`src/rtl/fetch_pkg.sv`:
```
// Shared types and defaults for the fetch/prefetch slice.
// Latency: n/a (package only).
// Backpressure: n/a.
package fetch_pkg;

    localparam int          FETCH_XLEN     = 32;
    localparam int          FETCH_ILEN     = 32;
    localparam int          FETCH_DEPTH    = 4;
    localparam int          FETCH_PC_STEP  = 4;
    localparam logic [31:0] FETCH_RESET_PC = 32'h0000_0000;

    // One prefetch queue entry at the default widths.
    typedef struct packed {
        logic [FETCH_XLEN-1:0] pc;
        logic [FETCH_ILEN-1:0] instr;
    } fetch_entry_t;

    // Saturating 32-bit add used by the optional event counters.
    function automatic logic [31:0] sat_add32(input logic [31:0] a, input logic [31:0] b);
        logic [32:0] s;
        s = {1'b0, a} + {1'b0, b};
        return s[32] ? 32'hFFFF_FFFF : s[31:0];
    endfunction

endpackage

```
`src/rtl/fetch_queue.sv`:
```
// Synchronous FIFO with push, pop, flush, occupancy count, full and empty.
// Latency: a push is visible at the head the cycle after it is written.
// Backpressure: caller must not push while full without popping; pop on empty is ignored.
//
// Ports: clk/rst, push+push_dat, pop, flush (clears everything, wins over push/pop),
//        head_dat (zero when empty), count, full, empty.
module fetch_queue #(
    parameter int DW    = 64,
    parameter int DEPTH = 4,
    localparam int AW   = $clog2(DEPTH)
) (
    input  logic          clk,
    input  logic          rst,
    input  logic          push,
    input  logic [DW-1:0] push_dat,
    input  logic          pop,
    input  logic          flush,
    output logic [DW-1:0] head_dat,
    output logic [AW:0]   count,
    output logic          full,
    output logic          empty
);

    logic [DW-1:0] mem [DEPTH];
    logic [AW-1:0] wr_ptr;
    logic [AW-1:0] rd_ptr;
    logic [AW:0]   cnt;
    logic          pop_ok;

    assign empty    = (cnt == '0);
    assign full     = (cnt == (AW+1)'(DEPTH));
    assign pop_ok   = pop & ~empty;
    assign count    = cnt;
    assign head_dat = empty ? '0 : mem[rd_ptr];

    always_ff @(posedge clk or posedge rst) begin
        if (rst) begin
            wr_ptr <= '0;
            rd_ptr <= '0;
            cnt    <= '0;
        end else if (flush) begin
            wr_ptr <= '0;
            rd_ptr <= '0;
            cnt    <= '0;
        end else begin
            if (push)   wr_ptr <= wr_ptr + 1'b1;
            if (pop_ok) rd_ptr <= rd_ptr + 1'b1;
            cnt <= cnt + (AW+1)'(push) - (AW+1)'(pop_ok);
        end
    end

    // Storage needs no reset: the head is masked to zero whenever the queue is empty.
    always_ff @(posedge clk) begin
        if (push && !flush) mem[wr_ptr] <= push_dat;
    end

endmodule

```
`src/rtl/fetch_prefetch_unit.sv`:
```
// PC owner + sequential instruction fetch into a DEPTH-entry prefetch queue drained by decode.
// Latency: request in cycle N, queued end of N+1, out_valid in N+2; 1 instr/cycle steady state.
// Backpressure: requests stop once queued + in-flight entries would fill the queue; out_ready stalls the head.
//
// Ports: clk, rst (async active-high), fetch_en, redirect_valid/redirect_pc,
//        imem_req/imem_addr/imem_rdata (1-cycle synchronous memory), out_valid/out_instr/out_pc/out_ready.
// Build option FETCH_PERF_EN adds perf_delivered and perf_flushed (32-bit, saturating).
module fetch_prefetch_unit
    import fetch_pkg::*;
#(
    parameter int               XLEN     = FETCH_XLEN,
    parameter int               ILEN     = FETCH_ILEN,
    parameter int               DEPTH    = FETCH_DEPTH,
    parameter logic [XLEN-1:0]  RESET_PC = XLEN'(FETCH_RESET_PC),
    parameter int               PC_STEP  = FETCH_PC_STEP
) (
    input  logic            clk,
    input  logic            rst,
    input  logic            fetch_en,
    input  logic            redirect_valid,
    input  logic [XLEN-1:0] redirect_pc,
    output logic            imem_req,
    output logic [XLEN-1:0] imem_addr,
    input  logic [ILEN-1:0] imem_rdata,
    output logic            out_valid,
    output logic [ILEN-1:0] out_instr,
    output logic [XLEN-1:0] out_pc,
    input  logic            out_ready
`ifdef FETCH_PERF_EN
    ,
    output logic [31:0]     perf_delivered,
    output logic [31:0]     perf_flushed
`endif
);

    localparam int AW = $clog2(DEPTH);

    typedef struct packed {
        logic [XLEN-1:0] pc;
        logic [ILEN-1:0] instr;
    } entry_t;

    logic [XLEN-1:0] fetch_pc;
    logic [XLEN-1:0] inflight_pc;
    logic            inflight;

    entry_t          push_entry;
    entry_t          head_entry;
    logic [AW:0]     q_count;
    logic            q_full;
    logic            q_empty;

    logic            pop;
    logic            push;
    logic            issue;
    logic [AW+1:0]   occupancy;

    assign out_valid = ~q_empty & ~redirect_valid;
    assign pop       = out_valid & out_ready;

    // Credit: entries that will still be queued after this cycle's pop, plus the
    // response already on its way, must leave room for one more response.
    assign occupancy = {1'b0, q_count} - (AW+2)'(pop) + (AW+2)'(inflight);
    assign issue     = fetch_en & ~redirect_valid & ~rst & (occupancy < (AW+2)'(DEPTH));

    // The full term never blocks a legal push; it only guards against a lost entry.
    assign push      = inflight & ~redirect_valid & (~q_full | pop);

    assign imem_req  = issue;
    assign imem_addr = fetch_pc;

    assign push_entry.pc    = inflight_pc;
    assign push_entry.instr = imem_rdata;

    assign out_instr = head_entry.instr;
    assign out_pc    = head_entry.pc;

    always_ff @(posedge clk or posedge rst) begin
        if (rst) begin
            fetch_pc    <= RESET_PC;
            inflight    <= 1'b0;
            inflight_pc <= '0;
        end else if (redirect_valid) begin
            // Any response arriving now belongs to the old path and is dropped.
            fetch_pc <= redirect_pc;
            inflight <= 1'b0;
        end else begin
            inflight <= issue;
            if (issue) begin
                fetch_pc    <= fetch_pc + XLEN'(PC_STEP);
                inflight_pc <= fetch_pc;
            end
        end
    end

    fetch_queue #(
        .DW    (XLEN + ILEN),
        .DEPTH (DEPTH)
    ) u_queue (
        .clk      (clk),
        .rst      (rst),
        .push     (push),
        .push_dat (push_entry),
        .pop      (pop),
        .flush    (redirect_valid),
        .head_dat (head_entry),
        .count    (q_count),
        .full     (q_full),
        .empty    (q_empty)
    );

`ifdef FETCH_PERF_EN
    always_ff @(posedge clk or posedge rst) begin
        if (rst) begin
            perf_delivered <= '0;
            perf_flushed   <= '0;
        end else if (redirect_valid) begin
            perf_flushed <= sat_add32(perf_flushed, 32'(q_count) + 32'(inflight));
        end else if (pop) begin
            perf_delivered <= sat_add32(perf_delivered, 32'd1);
        end
    end
`endif

endmodule

```
`config.mk`:
```
export PLATFORM = sky130hd
export DESIGN_NAME = fetch_prefetch_unit
export DESIGN_NICKNAME = d
export VERILOG_FILES = /design/src/rtl/fetch_pkg.sv /design/src/rtl/fetch_queue.sv /design/src/rtl/fetch_prefetch_unit.sv
export SDC_FILE = /design/constraint.sdc
export NUM_CORES = 1
export LEC_CHECK = 0
export BUFFER_PORTS_ARGS = -buffer_cell sky130_fd_sc_hd__buf_4
export CAP_MARGIN = 20
export CORE_MARGIN = 4
export CORE_UTILIZATION = 25
export DETAILED_ROUTE_END_ITERATION = 8
export PLACE_DENSITY = 0.44
export SETUP_SLACK_MARGIN = 0.15
export SLEW_MARGIN = 10
export SYNTH_ARGS = -nofsm -noshare
export SYNTH_HDL_FRONTEND = slang
export SYNTH_SLANG_ARGS = --single-unit
```
`constraint.sdc`:
```
create_clock -name clk -period 5.4 [get_ports clk]
set_clock_uncertainty 0.05 [all_clocks]
set_input_delay 0.27 -clock clk [delete_from_list [all_inputs] [get_ports clk]]
set_output_delay 0.27 -clock clk [all_outputs]
set_load 0.01 [all_outputs]
```
# Word-level counts from Yosys, hierarchy flattened
# Memory sizes are Yosys's and may differ from the RTL's.
# Index checks and enable logic that the tools add are counted.
# Widths: inputs -> output; s select.
[totals]
ff_bits = 72
ramBits = 256
input_bits = 69
output_inout_bits = 98
wordCells = 47
memories = 1
[classes]
addsub = 7
magnitude_cmp = 1
n_eq_ne = 1
n_mux = 11
n_bitwise = 13
reduce_logical = 7
[mem_list]
columns = ["name", "depth", "word_bits", "read_ports", "rd_ports_with_merged_regs", "wr", "line_no", "source"]
rows = [
  ["u_queue.mem", 4, 64, 1, 0, 1, "fetch_queue.sv:24", "logic [DW-1:0] mem [DEPTH];"],
]
[op_table]
columns = ["op", "n"]
rows = [
  ["$mux 32", 2],
  ["$mux 64", 1],
  ["$add 32x3->32 const B", 1],
  ["$and 1x1->1", 8],
  ["$mux 2", 4],
  ["$reduce_bool 2->1", 3],
  ["$add 2x1->2 const B", 2],
  ["$add 4x1->4", 1],
  ["$lt 4x3->1 const B", 1],
  ["$not 1->1", 4],
  ["$sub 3x1->4", 1],
  ["$add 3x1->3", 1],
  ["$eq 3x3->1 const B", 1],
  ["$logic_not 3->1", 1],
  ["$mux 1", 3],
  ["$mux 3", 1],
  ["$sub 3x1->3", 1],
  ["$reduce_and 2->1", 1],
  ["$logic_and 1x1->1", 1],
  ["$logic_not 1->1", 1],
  ["$or 1x1->1", 1],
]

# Longest topological paths before layout
# Gate-level depths: netlist of the first run.
[depth]
word_depth = 10
ltp_mapped = 15
depth_no_buf = 13

# Hierarchy
# From an unflattened synthesis of the first run, not the netlist that was laid out.
[unflattened]
hier_cells = 745
hier_area_um2 = 13564.3
[modules_own_cells]
columns = ["module", "n_inst", "cells_each", "area_per_inst_um2", "seq_area_each_um2"]
rows = [
  ["fetch_queue", 1, 451, 10167.3, 7862.5],
  ["fetch_prefetch_unit", 1, 294, 3397.0, 1626.6],
]

# Worst setup path after synthesis of the first run
# Ideal clock, no wire load.
[synth_path]
path_type = "input-to-reg"
startpoint = "in redirect_valid"
endpoint = "reg fetch_pc[31] (netlist: imem_addr[31])"
setup_time_ns = 0.136
arrival_ns = 3.042
t_required_ns = 5.214
setup_slack_ns = 2.172
path_stages = 13
path_cell_list = "clkbuf_1 clkbuf_1 clkbuf_1 nor2_1 ha_1 inv_1 ha_1 and3b_1 buf_6 or4_4 a211oi_4 mux2i_1 o211ai_1"
[synth_via]
elab_chain_cells = 8
elab_cells_between_ends = 11
cone_classes = "2 x add/sub; 1 x order compare; 1 x mux; 6 x bitwise; 1 x reduce/logical"
[synth_rtl]
columns = ["item", "line_no", "source"]
rows = [
  ["from (decl)", "fetch_prefetch_unit.sv:20", "input logic redirect_valid,"],
  ["$not 1->1 (no source line)", "n/a", ""],
  ["$and 1x1->1", "fetch_prefetch_unit.sv:58", "assign out_valid = ~q_empty & ~redirect_valid;"],
  ["$and 1x1->1", "fetch_prefetch_unit.sv:59", "assign pop = out_valid & out_ready;"],
  ["$sub 3x1->4", "fetch_prefetch_unit.sv:63", "assign occupancy = {1'b0, q_count} - (AW+2)'(pop) + (AW+2)'(inflight);"],
  ["$add 4x1->4", "fetch_prefetch_unit.sv:63", ""],
  ["$lt 4x3->1", "fetch_prefetch_unit.sv:64", "assign issue = fetch_en & ~redirect_valid & ~rst & (occupancy < (AW+2)'(DEPTH));"],
  ["$and 1x1->1", "fetch_prefetch_unit.sv:64", ""],
  ["$reduce_bool 2->1 (no source line)", "n/a", ""],
  ["to (signal assigned)", "fetch_prefetch_unit.sv:85", "fetch_pc <= redirect_pc;"],
  ["to (signal assigned)", "fetch_prefetch_unit.sv:90", "fetch_pc <= fetch_pc + XLEN'(PC_STEP);"],
  ["to (decl)", "fetch_prefetch_unit.sv:43", "logic [XLEN-1:0] fetch_pc;"],
]
# Several ways; a longest one is shown, not always the timed one.
# A chain may end at the register's enable or synchronous reset.

# Final worst setup path of the first run
[layout_path]
startpoint = "reg u_queue.cnt[2] (netlist: u_queue.count[2])"
endpoint = "out imem_req"
[layout_via]
elab_chain_cells = 8
[layout_rtl]
columns = ["item", "line_no", "source"]
rows = [
  ["from (decl)", "fetch_queue.sv:27", "logic [AW:0] cnt;"],
  ["from (signal assigned)", "fetch_queue.sv:48", "cnt <= cnt + (AW+1)'(push) - (AW+1)'(pop_ok);"],
  ["$logic_not 3->1", "fetch_queue.sv:30", "assign empty = (cnt == '0);"],
  ["$not 1->1", "fetch_prefetch_unit.sv:58", ""],
  ["$and 1x1->1", "fetch_prefetch_unit.sv:58", ""],
  ["$and 1x1->1", "fetch_prefetch_unit.sv:59", ""],
  ["$sub 3x1->4 *", "fetch_prefetch_unit.sv:63", ""],
  ["$add 4x1->4 *", "fetch_prefetch_unit.sv:63", ""],
  ["$lt 4x3->1 *", "fetch_prefetch_unit.sv:64", ""],
  ["$and 1x1->1 *", "fetch_prefetch_unit.sv:64", ""],
  ["to (decl)", "fetch_prefetch_unit.sv:22", "output logic imem_req,"],
]
# Mark *: on every way between the ends. The rest lies on a longest branch, timed or not.

==> out/summary.txt, run 1 <==
crit path time final = 3.65 ns
Final Core Density = 33.0%
largest net degree at the start of global routing = 73
Yosys top cell by area = edfxtp_1
TritonCTS sink count = 328
Final setup viols = 0
Avg Cell Area, Syn = 16.4 um^2
startpoint type of the worst setup path = flop
clock buffer count from CTS = 40
max_cap viols = 0
Top Ports = 167
first-pass GRT wire length = 53800 um
IO buf count = 166
Root Buffer = clkbuf_16
grt total ovfl = 0
hpwl dp = 21400 um
CTS tree = done
fill count = 5255
std cell rows = 84
RSZ-0062 raised after global routing = false
1st-iter DRT viols = 413
flops & latches, synth = 328
power per cell area = 429 nW/um^2
CP Max Fanout = 36
initial antenna violation count = 0
count leader, synth = edfxtp_1
CP arrival = 3.33 ns
Total Wirelength = 35400 um
full die area = 57300 um^2
clk buf depth = 3
synth warn = 0
worst IR drop on VDD = 0.000220 V
antenna-violating nets left = 0
Post-route DRC = 0
status = finished clean
Post-Syn Nets = 898
Post-synth top flop = edfxtp_1
area added between synthesis and finish = 29.9%
number of cells on the worst hold path = 4
Worst Path Required = 5.08 ns
CTS H-tree depth = 2
RD Place Congestion = 0.718
Post-synth top cells = edfxtp_1 (256), nand2_1 (122), dfrtp_1 (72)
Post-synth EDFFs = 256
die height = 239 um
worst hold path type = in2reg
Clock Pin Slew Worst Setup and Hold Paths = 0.06 ns
Mapped Cells = 818
gr usage total = 12.4%
synthesized area = 13400 um^2
DR WL/cell = 19.9 um
Slew HR = 35.4%
Skew-Pair Late Insertion Delay = 0.55 ns
share of layout cells above drive strength 1 = 29.7%
sequential share of the synthesized area = 70.9%
die width = 239 um
worst r2r path cells = 12
Final Max Tran Viols = 0
DR vias = 7833
Synth area leaders = edfxtp_1 (57%), dfrtp_1 (13%), mux4_2 (11%)
Nets = 1142
Worst Tran Pin Value = 0.969 ns
CP Capture Type = output port
vias per cell = 4.40
vias in the first global route = 8392
Post-synth ARST share = 22.0%
count of cell types in the netlist = 57
ratio of final minimum period to clock period = 67.7%
Setup Total Neg Slack = 0 ns
critical path class = reg2out
Leakage = 0.00624 uW
Starting Density = 25.4%
core footprint = 52800 um^2
Yosys top cell area share = 57.4%
Max Fclk = 274 MHz
Hold Vio Cnt, Final = 0
drt pass-1 iters = 4
ant diodes = 0
## placed cells by master (no fill, tap or decap), types with 5 or more instances in the layout
master         netlist  final
or3_1                5      5
clkbuf_1            27     10
o2111ai_1            6      6
edfxtp_1           256    256
buf_4                0    177
dfrtp_1             72     70
mux4_2              64     64
dlygate4sd3_1        0     65
nor2_1              17     17
a31oi_1              6      6
o21ai_0             25     25
clkbuf_16            0     41
nand2_1            122    122
nor2b_1             70     70
clkinv_2             0     11
nand3_1             11     11
inv_1               14     13
xor2_1              15     15
ha_1                10     10
and4_1               5      5
## worst max-delay path: stages, from the launching register on
cell     delay, ns
dfrtp_1       0.42
inv_1         0.13
nand3_1       0.11
nand2_1       0.13
nor2_1        0.06
ha_1          0.21
inv_1         0.05
ha_1          0.21
and3b_1       0.28
o21a_1        0.31
o21ai_4       0.19
buf_4         0.43
inv_1         0.10
buf_4         0.16
## final cells by class
| cell class | instances | area [um^2] | area share (%) |
|---|---|---|---|
| Multi-Input combinational cell | 434 | 3700 | 21.3 |
| Inverter | 15 | 57.6 | 0.331 |
| Sequential cell | 328 | 9500 | 54.6 |
| Clock inverter | 16 | 155 | 0.892 |
| Clock buffer | 55 | 1120 | 6.43 |
| Timing Repair Buffer | 243 | 2010 | 11.5 |
| Tap cell | 688 | 861 | 4.95 |
## flip-flops by register name, indices dropped and copies added, names as in the netlist
name	flops
u_queue.rd_ptr	2
u_queue.count	3
u_queue.wr_ptr	2
imem_addr	32
inflight	1
u_queue.mem	256
inflight_pc	32
## logic make-up after synthesis
kind of cell	synth area share, %
XOR/XNOR	1.24
AO/OA/AOI/OAI	3.28
buffers and inverters	1.70
AND/OR/NAND/NOR	10.5
flip-flops	70.9
multiplexers	11.3
adder cells (fa/ha/maj)	1.08
## worst paths after layout
path | from | end | slack, ns
setup / recovery | u_queue.count[2] | imem_req | 1.75
hold / removal | out_ready | u_queue.rd_ptr[0] | 0.07
setup reg to reg | u_queue.count[2] | imem_addr[31] | 2.16
hold reg to reg | imem_addr[0] | inflight_pc[0] | 0.46
max in group asynchronous | rst | inflight_pc[8] | 4.40
min in group asynchronous | rst | u_queue.count[2] | 0.31
## power breakdown
group	leakage, uW	switching, uW	internal, uW
clock	0.000631	1010	1590
combinational	0.00241	759	751
sequential	0.00320	305	3050
## per-stage QoR
| stage | cells | setup WS [ns] | hold slack [ns] | area, um^2 | total power (uW) |
|---|---|---|---|---|---|
| floorplan | 818 | 2.17 | 0.319 | 13400 | 4180 |
| global placement | 1642 | 2.05 | 0.425 | 15400 | 4940 |
| detailed placement | 1642 | 2.01 | 0.424 | 15400 | 4950 |
| CTS | 1777 | 1.68 | 0.0359 | 17400 | 7620 |
| global route | 1779 | 1.47 | 0.0681 | 17400 | 7880 |
| finish | 1779 | 1.75 | 0.0699 | 17400 | 7460 |
## routing by layer
metal | track usage, % | routed length [um] | share of wire [%]
met2 | 19.8 | 16500 | 47
met5 | 0 | 0 | 0
met1 | 17.1 | 16200 | 46
met3 | 2.65 | 1910 | 5.4
met4 | 3.69 | 761 | 2.2
## what timing repair did
action	in CTS	in global routing
resized for setup	0	0
endpoints found under the hold margin	160	17
hold buffers	64	1
buffers inserted	0	0
Note: power is estimated with default switching activity, not from simulation.
==> run 2: changes to the inputs <==
PLACE_DENSITY = 0.45   (was 0.44)
clock period = 3 ns   (was 5.4 ns; I/O delays follow)
==> out/summary.txt, run 2 (synthesis results as in run 1) <==
DR WL/cell = 19.4 um
Final Worst Setup Slack = 0.00131 ns
die width = 239 um
CP Capture Type = flop
antenna-violating nets left = 0
std cell rows = 84
gr usage total = 12.6%
Worst Path Required = 3.36 ns
Starting Density = 25.4%
Nets = 1213
CP arrival = 3.36 ns
Total Wirelength = 35900 um
Worst Tran Pin Value = 0.607 ns
Hold WS = 0.198 ns
worst IR drop on VDD = 0.000338 V
crit path time final = 3.00 ns
switching power = 3870 uW
full die area = 57300 um^2
met2 Usage GRT = 20.5%
RD Place Congestion = 0.736
power per cell area = 768 nW/um^2
max_cap viols = 0
Root Buffer = clkbuf_16
max FFs per register = 256
CP Max Fanout = 2
Setup Total Neg Slack = 0 ns
clock buffer count from CTS = 39
Reg power frac = 42.6%
Clock Pin Slew Worst Setup and Hold Paths = 0.06 ns
Sw Ratio = 27.7%
ratio of final minimum period to clock period = 100%
first-pass GRT wire length = 55100 um
Slew HR = 59.6%
Final Max Tran Viols = 0
share of layout cells above drive strength 1 = 35.5%
most frequent cells in the layout = edfxtp_1 (256), buf_4 (225), nand2_1 (121)
hpwl dp = 22200 um
Internal = 10100 uW
Top Ports = 167
Biggest register = u_queue.mem
Final setup viols = 0
initial antenna violation count = 0
area added between synthesis and finish = 35.9%
DR vias = 8095
1st-iter DRT viols = 407
Max Fclk = 333 MHz
vias per cell = 4.38
Hold Vio Cnt, Final = 0
Pwr Total = 14000 uW
Comb pwr share = 24.4%
IO buf count = 166
grt total ovfl = 0
die height = 239 um
RSZ-0062 raised after global routing = true
met3 Use GR = 2.42%
drt pass-1 iters = 4
Leakage = 0.00662 uW
Skew-Pair Late Insertion Delay = 0.55 ns
core footprint = 52800 um^2
most common cell after layout, fill and taps aside = edfxtp_1
vias in the first global route = 8773
ant diodes = 0
Post-route DRC = 0
status = finished clean
TritonCTS sink count = 328
GRT Max-Usage Layer = met2
startpoint type of the worst setup path = flop
largest net degree at the start of global routing = 59
CTS tree = done
CTS H-tree depth = 2
setup slack after placement = 0.123 ns
clk buf depth = 3
worst hold path type = in2async
met1 Use GR = 17.2%
Clk pwr share = 33.1%
critical path class = reg2reg
[run 2: path summary, 6_finish.rpt]
check	startpoint	endpoint	slack (ns)	cells past startpoint
setup / recovery	u_queue.count[0]	u_queue.count[1]	0.001	20
hold / removal	rst	imem_addr[21]	0.20	3
setup reg to reg	u_queue.count[0]	u_queue.count[1]	0.001	20
hold reg to reg	imem_addr[1]	inflight_pc[1]	0.46	2
max in group asynchronous	rst	u_queue.rd_ptr[1]	1.62	4
min in group clk	fetch_en	imem_addr[9]	0.26	6
[run 2: metrics by stage]
step                      std cells  utilization [%]  cell area [um^2]
after global placement         1670             29.9             15800
final                          1850             34.5             18200
after detailed placement       1670             29.9             15800
after global routing           1850             34.5             18200
after floorplan                 818                -             13400
after CTS                      1839             34.1             18000
[run 2: layout make-up]
type                       instances  area (um^2)
fill                            5108        34600
inverter                          15         62.6
multi-input combinational        434         3810
clock buffer                      59         1110
sequential                       328         9500
timing repair buffer             315         2720
clock inverter                    11          134
tap                              688          861
[run 2: repair_timing]
item	4_1_cts	5_1_grt
resized for setup	15	26
setup buffers	32	11
endpoints found under the hold margin	191	0
endpoints found under the setup margin	2	27
pin swaps	7	20
cloned	0	0
hold buffers	67	0
[run 2: power groups by stage]
stage | Sequential (uW) | Clock [uW] | Combinational, uW
floorplan | 5850 | 0 | 1670
global placement | 6020 | 0 | 2980
detailed placement | 6050 | 0 | 3000
CTS | 5960 | 4820 | 3350
global route | 6020 | 5020 | 3750
finish | 5950 | 4620 | 3400
[run 2: worst max-delay path, cell delays in order (launching register included)]
cell and delay, ns:
dfrtp_1 0.37, inv_2 0.05, nand3_2 0.07, nand2_2 0.07
buf_4 0.14, buf_6 0.10, buf_4 0.12, buf_6 0.10
buf_4 0.12, buf_4 0.12, buf_4 0.12, buf_4 0.12
buf_4 0.12, buf_6 0.11, nor2_4 0.09, ha_4 0.21
inv_4 0.05, ha_4 0.12, inv_2 0.04, fa_2 0.52
nor2_2 0.04
[run 2: metal layers]
metal,routed length [um],part of all wire (%),up-vias
li1,-,-,3739
met1,16300,45,4119
met2,17200,48,192
met3,1630,4.5,45
met4,769,2.1,0
met5,0,0,-
==> run 3: changes to the inputs <==
ABC_AREA = 1   (was unset)
SLEW_MARGIN = unset   (was 10)
==> out/summary.txt, run 3 <==
initial antenna violation count = 0
Post-synth ARST share = 22.0%
Avg Cell Area, Syn = 10.5 um^2
worst IR drop on VDD = 0.000592 V
crit path time final = 2.67 ns
full die area = 59900 um^2
power per cell area = 866 nW/um^2
Biggest register = u_queue.mem
placed cells = 2211
Nets = 1657
count of cell types in the netlist = 30
Synth Area in Compound Gates = 8.91%
count leader, synth = nor2_1
CP arrival = 2.47 ns
Total Wirelength = 39100 um
synthesized area = 14000 um^2
IO buf count = 166
most common cell after layout, fill and taps aside = nor2_1
Final Core Density = 32.9%
core footprint = 55300 um^2
drt pass-1 iters = 5
critical path class = reg2out
RSZ-0062 raised after global routing = true
clk buf depth = 3
CP Max Fanout = 50
sequential share of the synthesized area = 67.7%
flops & latches, synth = 328
reg-to-reg setup timing slack = 0.47 ns
Skew-Pair Late Insertion Delay = 0.56 ns
Post-Synth Adder-Cell Area = 1.04%
Final setup viols = 0
CTS H-tree depth = 2
CP Capture Type = output port
Pwr Total = 15700 uW
Root Buffer = clkbuf_16
Clock Pin Slew Worst Setup and Hold Paths = 0.06 ns
Worst Tran Pin Value = 0.937 ns
worst reg2reg startpoint = u_queue.count[2]
Top cell by count, worst path = buf_4
Yosys top cell area share = 54.8%
Post-synth EDFFs = 256
fill count = 5699
vias per cell = 4.30
Crit path max-delay family = buffers and inverters
Max Fclk = 374 MHz
die width = 245 um
DR WL/cell = 16.6 um
DR vias = 10.1k
startpoint type of the worst setup path = flop
Final Worst Setup Slack = 0.330 ns
Starting Density = 25.3%
1st-iter DRT viols = 474
Worst Path Required = 2.80 ns
TritonCTS sink count = 328
synth warn = 0
largest family of logic cells by synthesized area = simple AND/OR/NAND/NOR gates
Synth area leaders = edfxtp_1 (55%), dfrtp_1 (13%), nor2_1 (8.1%)
mux cell area share after synthesis = 0%
CTS tree = done
max FFs per register = 256
Post-synth top cells = nor2_1 (303), edfxtp_1 (256), nand2_1 (214)
status = finished clean
antenna-violating nets left = 0
most frequent cells in the layout = nor2_1 (298), edfxtp_1 (256), nand2_1 (214)
Cell Chain, Critical Path = clkinv_2, buf_4, o21ai_0, a21oi_1, buf_4
Post-Synth XOR/XNOR Area = 0.375%
std cell rows = 86
ratio of final minimum period to clock period = 89.0%
share of layout cells above drive strength 1 = 18.7%
gr usage total = 12.8%
CP max-delay cell = dfrtp_4
clock buffer count from CTS = 39
Mapped Cells = 1338
grt total ovfl = 0
post-synthesis simple-gate area fraction = 17.7%
Top Ports = 167
crit-path max cell delay = 0.64 ns
max_cap viols = 0
Post-synth top flop = edfxtp_1
Final Max Tran Viols = 0
hpwl dp = 23800 um
die height = 245 um
largest net degree at the start of global routing = 82
Worst Setup SP = u_queue.rd_ptr[0]
Layout Cells excl Fill = 2356
Hold Vio Cnt, Final = 0
vias in the first global route = 10.1k
Post-Syn Nets = 1418
first-pass GRT wire length = 59800 um
Post-route DRC = 0
Crit path buffers/inverters = 3
Slew HR = 37.6%
setup slack after placement = 0.340 ns
worst hold path type = in2reg
hold path start = redirect_valid
Yosys top cell by area = edfxtp_1
Leakage = 0.00709 uW
area added between synthesis and finish = 29.7%
RD Place Congestion = 0.834
ant diodes = 0
[run 3: cell count changes in the layout (fill, tap and decap cells not counted), sizes merged, moves of 65 or more]
cell	previous run	this run
a21oi	1	70
nand2	122	219
nand3	11	76
nor2	18	310
nor2b	70	0
o21ai	30	176
[run 3: metal layers]
layer  GRT usage (%)  vias to the layer above  share of wire [%]
met3            3.28                       47                5.6
met4            3.19                        0                1.8
met5               0                        -                  0
li1                -                     5021                  -
met2            21.0                      223                 46
met1            17.0                     4833                 46
[run 3: path summary, 6_finish.rpt]
check,end,cells past startpoint
setup / recovery,out_instr[23],5
hold / removal,u_queue.rd_ptr[0],5
setup reg to reg,imem_addr[22],14
hold reg to reg,u_queue.mem[3][41],0
max in group asynchronous,u_queue.rd_ptr[0],4
min in group asynchronous,imem_addr[25],4
[run 3: layout make-up]
type	instances	area, um^2	area share (%)
Clock buffer	48	1020	5.61
Timing Repair Buffer	267	2300	12.7
Sequential cell	328	9490	52.2
Tap cell	748	936	5.15
Clock inverter	24	188	1.03
Multi-Input combinational cell	871	3980	21.9
Inverter	70	264	1.45
[run 3: kinds of logic (layout without fill, tap and decap cells)]
| group | Yosys count | count (layout) |
|---|---|---|
| and+or+nand+nor | 607 | 607 |
| DFF | 328 | 328 |
| AOI/OAI and AO/OA | 247 | 247 |
| buffers and inverters | 139 | 409 |
| adders and majority gates | 11 | 11 |
| xor gates and xnor gates | 6 | 6 |
[run 3: worst register-to-register path: cells and delay by family (launching register included)]
family	cells	cell delay, ns
compound gates	1	0.25
buf+inv	4	0.48
simple gates	7	0.87
flops	1	0.39
fa+ha+maj	2	0.42
[run 3: where the power goes]
| part | switching (uW) | total, uW | leakage [uW] | internal (uW) |
|---|---|---|---|---|
| clock network | 1870 | 4480 | 0.000600 | 2610 |
| logic | 3120 | 5050 | 0.00327 | 1930 |
| registers | 626 | 6220 | 0.00322 | 5590 |
| total | 5620 | 15700 | 0.00709 | 10100 |
[run 3: repair_timing]
item,in CTS,in global routing
endpoints found under the hold margin,234,0
pin swaps,0,0
buffers inserted,0,6
setup endpoints to repair,1,35
resized for setup,1,8
hold buffers,67,0
[run 3: metrics by stage]
step	hold slack, ns	TNS [ns]	instance area, um^2
after floorplan	0.199	-17.80	14000
after global placement	0.304	0	16200
after detailed placement	0.306	0	16200
after CTS	0.0154	0	18100
after global routing	0.0619	0	18200
final	0.0424	0	18200
